### src/rtl/led_fade_sequencer.sv
// RGB keyframe sequencer: steps through a table of colour targets, fading each channel
// one LSB per tick toward the target, then holding. Optional macro GAMMA_EN squares outputs.
module led_fade_sequencer #(
    parameter int NUM_STEPS = 8,
    parameter int TICK_DIV  = 60000
) (
    input  logic                         iCLOCK,
    input  logic                         iRESET_n,
    input  logic                         iCFG_WE,
    input  logic [$clog2(NUM_STEPS)-1:0] iCFG_ADDR,
    input  logic [31:0]                  iCFG_DATA,
    input  logic [$clog2(NUM_STEPS)-1:0] iLAST,
    input  logic                         iLOOP,
    input  logic                         iSTART,
    input  logic                         iSTOP,
    output logic                         oBUSY,
    output logic [$clog2(NUM_STEPS)-1:0] oSTEP,
    output logic [7:0]                   oR,
    output logic [7:0]                   oG,
    output logic [7:0]                   oB,
    output logic                         oUPDATE,
    output logic                         oDONE
);

    localparam int SW = $clog2(NUM_STEPS);
    localparam int CW = (TICK_DIV > 1) ? $clog2(TICK_DIV) : 1;
    localparam logic [CW-1:0] TICK_LAST = CW'(TICK_DIV - 1);

    typedef enum logic [1:0] {
        S_IDLE = 2'd0,
        S_FADE = 2'd1,
        S_HOLD = 2'd2,
        S_NEXT = 2'd3
    } state_t;

    state_t          state_q, state_d;
    logic [31:0]     table_q [NUM_STEPS];
    logic [31:0]     table_d [NUM_STEPS];
    logic [SW-1:0]   step_q, step_d;
    logic [CW-1:0]   cnt_q, cnt_d;
    logic [7:0]      hold_q, hold_d;
    logic [7:0]      r_q, r_d, g_q, g_d, b_q, b_d;
    logic            busy_q, busy_d;
    logic            done_q, done_d;
    logic            tick;
    logic            at_target;
    logic [31:0]     target;

    function automatic logic [7:0] step_toward(input logic [7:0] cur, input logic [7:0] tgt);
        if (cur < tgt)      return cur + 8'd1;
        else if (cur > tgt) return cur - 8'd1;
        else                return cur;
    endfunction

    assign target    = table_q[step_q];
    assign tick      = (state_q != S_IDLE) && (cnt_q == TICK_LAST);
    assign at_target = (r_q == target[23:16]) && (g_q == target[15:8]) && (b_q == target[7:0]);

    always_comb begin
        state_d = state_q;
        table_d = table_q;
        step_d  = step_q;
        cnt_d   = cnt_q;
        hold_d  = hold_q;
        r_d     = r_q;
        g_d     = g_q;
        b_d     = b_q;
        done_d  = 1'b0;

        if (iCFG_WE) table_d[iCFG_ADDR] = iCFG_DATA;

        if (state_q != S_IDLE) cnt_d = tick ? '0 : cnt_q + CW'(1);

        case (state_q)
            S_FADE: begin
                if (at_target) begin
                    state_d = S_HOLD;
                    hold_d  = target[31:24];
                end else if (tick) begin
                    r_d = step_toward(r_q, target[23:16]);
                    g_d = step_toward(g_q, target[15:8]);
                    b_d = step_toward(b_q, target[7:0]);
                end
            end
            S_HOLD: begin
                if (hold_q == 8'd0)  state_d = S_NEXT;
                else if (tick)       hold_d  = hold_q - 8'd1;
            end
            S_NEXT: begin
                if (step_q == iLAST) begin
                    if (iLOOP) begin
                        step_d  = '0;
                        state_d = S_FADE;
                    end else begin
                        done_d  = 1'b1;
                        state_d = S_IDLE;
                    end
                end else begin
                    // Power-of-two depth makes this wrap modulo NUM_STEPS.
                    step_d  = step_q + SW'(1);
                    state_d = S_FADE;
                end
            end
            default: ;
        endcase

        if (iSTART) begin
            state_d = S_FADE;
            step_d  = '0;
            cnt_d   = '0;
            done_d  = 1'b0;
        end

        // Stop overrides everything, including a start or a tick in the same cycle.
        if (iSTOP) begin
            state_d = S_IDLE;
            step_d  = step_q;
            cnt_d   = '0;
            done_d  = 1'b0;
            r_d     = r_q;
            g_d     = g_q;
            b_d     = b_q;
        end

        busy_d = (state_d != S_IDLE);
    end

    always_ff @(posedge iCLOCK or negedge iRESET_n) begin
        if (!iRESET_n) begin
            state_q <= S_IDLE;
            for (int i = 0; i < NUM_STEPS; i++) table_q[i] <= '0;
            step_q  <= '0;
            cnt_q   <= '0;
            hold_q  <= '0;
            r_q     <= '0;
            g_q     <= '0;
            b_q     <= '0;
            busy_q  <= 1'b0;
            done_q  <= 1'b0;
        end else begin
            state_q <= state_d;
            table_q <= table_d;
            step_q  <= step_d;
            cnt_q   <= cnt_d;
            hold_q  <= hold_d;
            r_q     <= r_d;
            g_q     <= g_d;
            b_q     <= b_d;
            busy_q  <= busy_d;
            done_q  <= done_d;
        end
    end

    assign oBUSY = busy_q;
    assign oSTEP = step_q;
    assign oDONE = done_q;

`ifdef GAMMA_EN
    logic [15:0] sq_r, sq_g, sq_b;
    logic [7:0]  out_r_q, out_g_q, out_b_q;
    logic        upd_q, upd_d;

    assign sq_r  = 16'(r_q) * 16'(r_q);
    assign sq_g  = 16'(g_q) * 16'(g_q);
    assign sq_b  = 16'(b_q) * 16'(b_q);
    assign upd_d = {sq_r[15:8], sq_g[15:8], sq_b[15:8]} != {out_r_q, out_g_q, out_b_q};

    always_ff @(posedge iCLOCK or negedge iRESET_n) begin
        if (!iRESET_n) begin
            out_r_q <= '0;
            out_g_q <= '0;
            out_b_q <= '0;
            upd_q   <= 1'b0;
        end else begin
            out_r_q <= sq_r[15:8];
            out_g_q <= sq_g[15:8];
            out_b_q <= sq_b[15:8];
            upd_q   <= upd_d;
        end
    end

    assign oR      = out_r_q;
    assign oG      = out_g_q;
    assign oB      = out_b_q;
    assign oUPDATE = upd_q;
`else
    logic upd_q, upd_d;

    assign upd_d = {r_d, g_d, b_d} != {r_q, g_q, b_q};

    always_ff @(posedge iCLOCK or negedge iRESET_n) begin
        if (!iRESET_n) upd_q <= 1'b0;
        else           upd_q <= upd_d;
    end

    assign oR      = r_q;
    assign oG      = g_q;
    assign oB      = b_q;
    assign oUPDATE = upd_q;
`endif

endmodule

### config.mk
export PLATFORM = sky130hd
export DESIGN_NAME = led_fade_sequencer
export DESIGN_NICKNAME = d
export VERILOG_FILES = /design/src/rtl/led_fade_sequencer.sv
export SDC_FILE = /design/constraint.sdc
export NUM_CORES = 1
export LEC_CHECK = 0
export BUFFER_PORTS_ARGS = -buffer_cell sky130_fd_sc_hd__buf_4
export CAP_MARGIN = 20
export CORE_MARGIN = 1
export CORE_UTILIZATION = 50
export CTS_BUF_LIST = sky130_fd_sc_hd__clkbuf_2
export DETAILED_ROUTE_END_ITERATION = 8
export GPL_ROUTABILITY_DRIVEN = 0
export HOLD_SLACK_MARGIN = 0.15
export PLACE_DENSITY = 0.67
export SLEW_MARGIN = 15
export SYNTH_ARGS = -nofsm -noshare
export SYNTH_HDL_FRONTEND = slang
export SYNTH_SLANG_ARGS = --single-unit
export TNS_END_PERCENT = 1
### constraint.sdc
create_clock -name iCLOCK -period 7.9 [get_ports iCLOCK]
set_clock_uncertainty 0.05 [all_clocks]
set_input_delay 1.58 -clock iCLOCK [delete_from_list [all_inputs] [get_ports iCLOCK]]
set_output_delay 1.58 -clock iCLOCK [all_outputs]
set_load 0.005 [all_outputs]
==> flow_summary.toml <==
[clock_tree]
cts_buffer_depth = 3
cts_setup_buffers = 0
numCtsBuffers = 83
cts.clk_slew.worst_paths_ns = 0.10
cts_resized = 0
htreeDepth = 3
tritoncts = "built"
cts_hold_buf = 0
cts_sinks = 312
worstSkewPairLatency_ns = 0.86
clockRootBuffer = "clkbuf_2"

[synth]
yosysWarnings = 0
synth-seq-cells = 312
synth_top_area_cell = "dfrtp_1"
postSynthAreaPerCell_sq_um = 13.8
yosysTopAreaCellShare_pct = 51.3
synth_seq_area_share_pct = 51.3
ys_types = 56
synth_cells = 1104
synth_edf_count = 0
ys.flop_type = "dfrtp_1"
synthTopCellsByArea = "dfrtp_1 (51%), mux2_2 (19%), mux4_2 (9.5%), ha_1 (2.8%), xnor2_1 (1.8%)"
syn_nets = 1182
async_reset_ff_share_pct = 100
syn-cell-area_sq_um = 15200

[setup_path]
crit_path_end_kind = "flop"
rrSetupSlack_ns = 3.24
cp.depth = 10
cp_top_family = "flip-flops"
start_kind = "flop"
worstPathMaxFanout = 37
crit_chain = "buf_4 > mux4_2 > mux2_2 > ha_1 > nand4_1 > or2_2 > o31ai_2 > or3_1 > o21ai_0 > a311oi_1"
crit_buf_inv = 1
startpoint = "oSTEP[0]"
path_class = "reg -> reg"
reg2reg_from = "oSTEP[0]"
reg2reg_depth = 10
cpMaxStageDelayCell = "dfrtp_4"
slowest_delay_ns = 0.95
reg2reg_to = "oR[1]"
required_ns = 8.56
crit_end = "oR[1]"
critical_path_arrival_ns = 5.32

[die]
start_util_pct = 51.1
die-area_sq_um = 31100
dieHeight_um = 176
die_w_um = 176
core_sq_um = 29800
ioPinCount = 74
rows = 63

[global_routing]
grt_max_degree = 175
grt_pass1_wl_mm = 55.6
grt_usage_pct = 23.1
gr-total-overflow = 0
antenna_found_initial = 2
grt_pass1_vias = 10177

[power_and_ir_drop]
power_leakage_nw = 7.22
peakVddDrop_mv = 0.114
powerDensity_nw_per_um2 = 222

[sta]
rsz0062_at_grt = "false"
fin_crit_ns = 4.66
hold_viol_final = 0
worstMarginPinSlew_ns = 1.12
max_slew_margin_pct = 24.7
finalSetupViolCount = 0
post-route-period-util_pct = 58.9
fmax_mhz = 215
tns_ns = 0
drv_slew = 0

[drt]
routed_wl_mm = 34.1
postRouteAntennaNets = 0
dr_wl_met2_mm = 16.4
drt-wirelength-per-cell_um = 20.6
top_layer = "met5"
vias_per_cell = 5.84
drcViolationCount = 0
drt_iter0_drc = 548
met3_length_mm = 1.34
vias = 9657
drtPass1Iterations = 7
wl_met1_mm = 16.0

[final_layout]
drive_gt1_share_pct = 44.0
stdcell_count = 1653
fill_cells = 2521
fin_nets = 1297
area_growth_pct = 11.0
final_util_pct = 56.7

[place]
io_buffers = 73
hpwlAfterDp_mm = 20.9
placed_cells = 1524

[worst_hold_path]
hp-class = "reg -> reg"

[flow_run]
max-cap-violations = 0

[run_status]
status = "finished, final reports clean"
[synthesized netlist by cell type (11+ instances only)]
| library cell | n |
|---|---|
| nor2_1 | 36 |
| dfrtp_1 | 312 |
| xnor2_1 | 31 |
| mux4_2 | 64 |
| nand4_1 | 15 |
| mux2i_1 | 26 |
| mux2_2 | 263 |
| nand2_1 | 30 |
| nand3_1 | 20 |
| nor3_1 | 18 |
| inv_1 | 11 |
| clkbuf_1 | 42 |
| a21oi_1 | 37 |
| o21ai_0 | 32 |
| ha_1 | 34 |
| and3_1 | 15 |
[per-layer routing]
metal	vias to the layer above	track usage, %
met5	-	0
met4	2	7.22
met3	45	4.09
met2	198	36.6
met1	5009	32.6
li1	4403	-
[cells in the final DEF (no fill, tap or decap), types with 7 or more instances in the layout]
master,instances
nand4b_1,7
nand2_1,30
nand4_1,15
a21oi_1,37
o21ai_0,32
xnor2_1,31
clkinv_1,7
nand3_1,20
clkbuf_2,112
ha_1,34
inv_1,11
nor2b_1,8
mux2i_1,26
nor3_1,15
buf_4,86
and3_1,15
or3_1,8
mux2_2,263
mux4_2,64
dfrtp_1,309
nor2_1,36
[how the worst min path moves through the flow]
stage | startpoint | end | slack [ns] | cells past startpoint
final | table_q[151] | table_q[151] | 0.46 | 1
after global placement | table_q[50] | table_q[50] | 0.43 | 1
after floorplan | table_q[32] | table_q[32] | 0.42 | 1
after global routing | table_q[40] | table_q[40] | 0.48 | 1
after detailed placement | table_q[63] | table_q[63] | 0.44 | 1
after CTS | table_q[37] | table_q[37] | 0.46 | 1
[state kept, by name (all words and copies together), names as in the netlist]
| register | cells |
|---|---|
| oSTEP | 3 |
| oBUSY | 1 |
| oUPDATE | 1 |
| hold_q | 8 |
| oR | 8 |
| table_q | 256 |
| cnt_q | 16 |
| oB | 8 |
| state_q | 2 |
| oDONE | 1 |
| oG | 8 |
[per-stage QoR]
step	power [mW]	setup slack (ns)	hold slack (ns)	area [sq um]
global placement	2.65	3.02	0.432	16200
finish	3.75	3.24	0.455	16900
detailed placement	2.68	3.23	0.437	16200
CTS	3.81	3.19	0.457	16900
global route	3.99	2.91	0.477	16900
floorplan	2.48	4.17	0.424	15200
[cells by family after synthesis]
logic type / Yosys count / share of synthesized area, %
flops: 312 / 51.3
simple gates: 186 / 6.63
xor+xnor: 36 / 2.07
buf+inv: 70 / 1.93
compound gates: 113 / 4.59
mux: 353 / 30.7
fa+ha+maj: 34 / 2.80
[power by group]
group	switching [mW]	leakage, nW	internal, mW
logic	0.232	2.84	0.382
clock network	0.634	0.535	0.473
registers	0.146	3.84	1.89
total	1.01	7.22	2.74
[layout make-up]
type	count	area, sq um	share of cell area, %
repair buffers	89	692	4.10
inverters	11	41.3	0.245
clock inverters	15	146	0.867
clock buffers	112	561	3.32
flip-flops and latches	312	7810	46.3
multi-input cells	722	7140	42.3
diodes	2	5.00	0.0296
well taps	390	488	2.89
No activity file was read; power rests on OpenSTA's default activity.
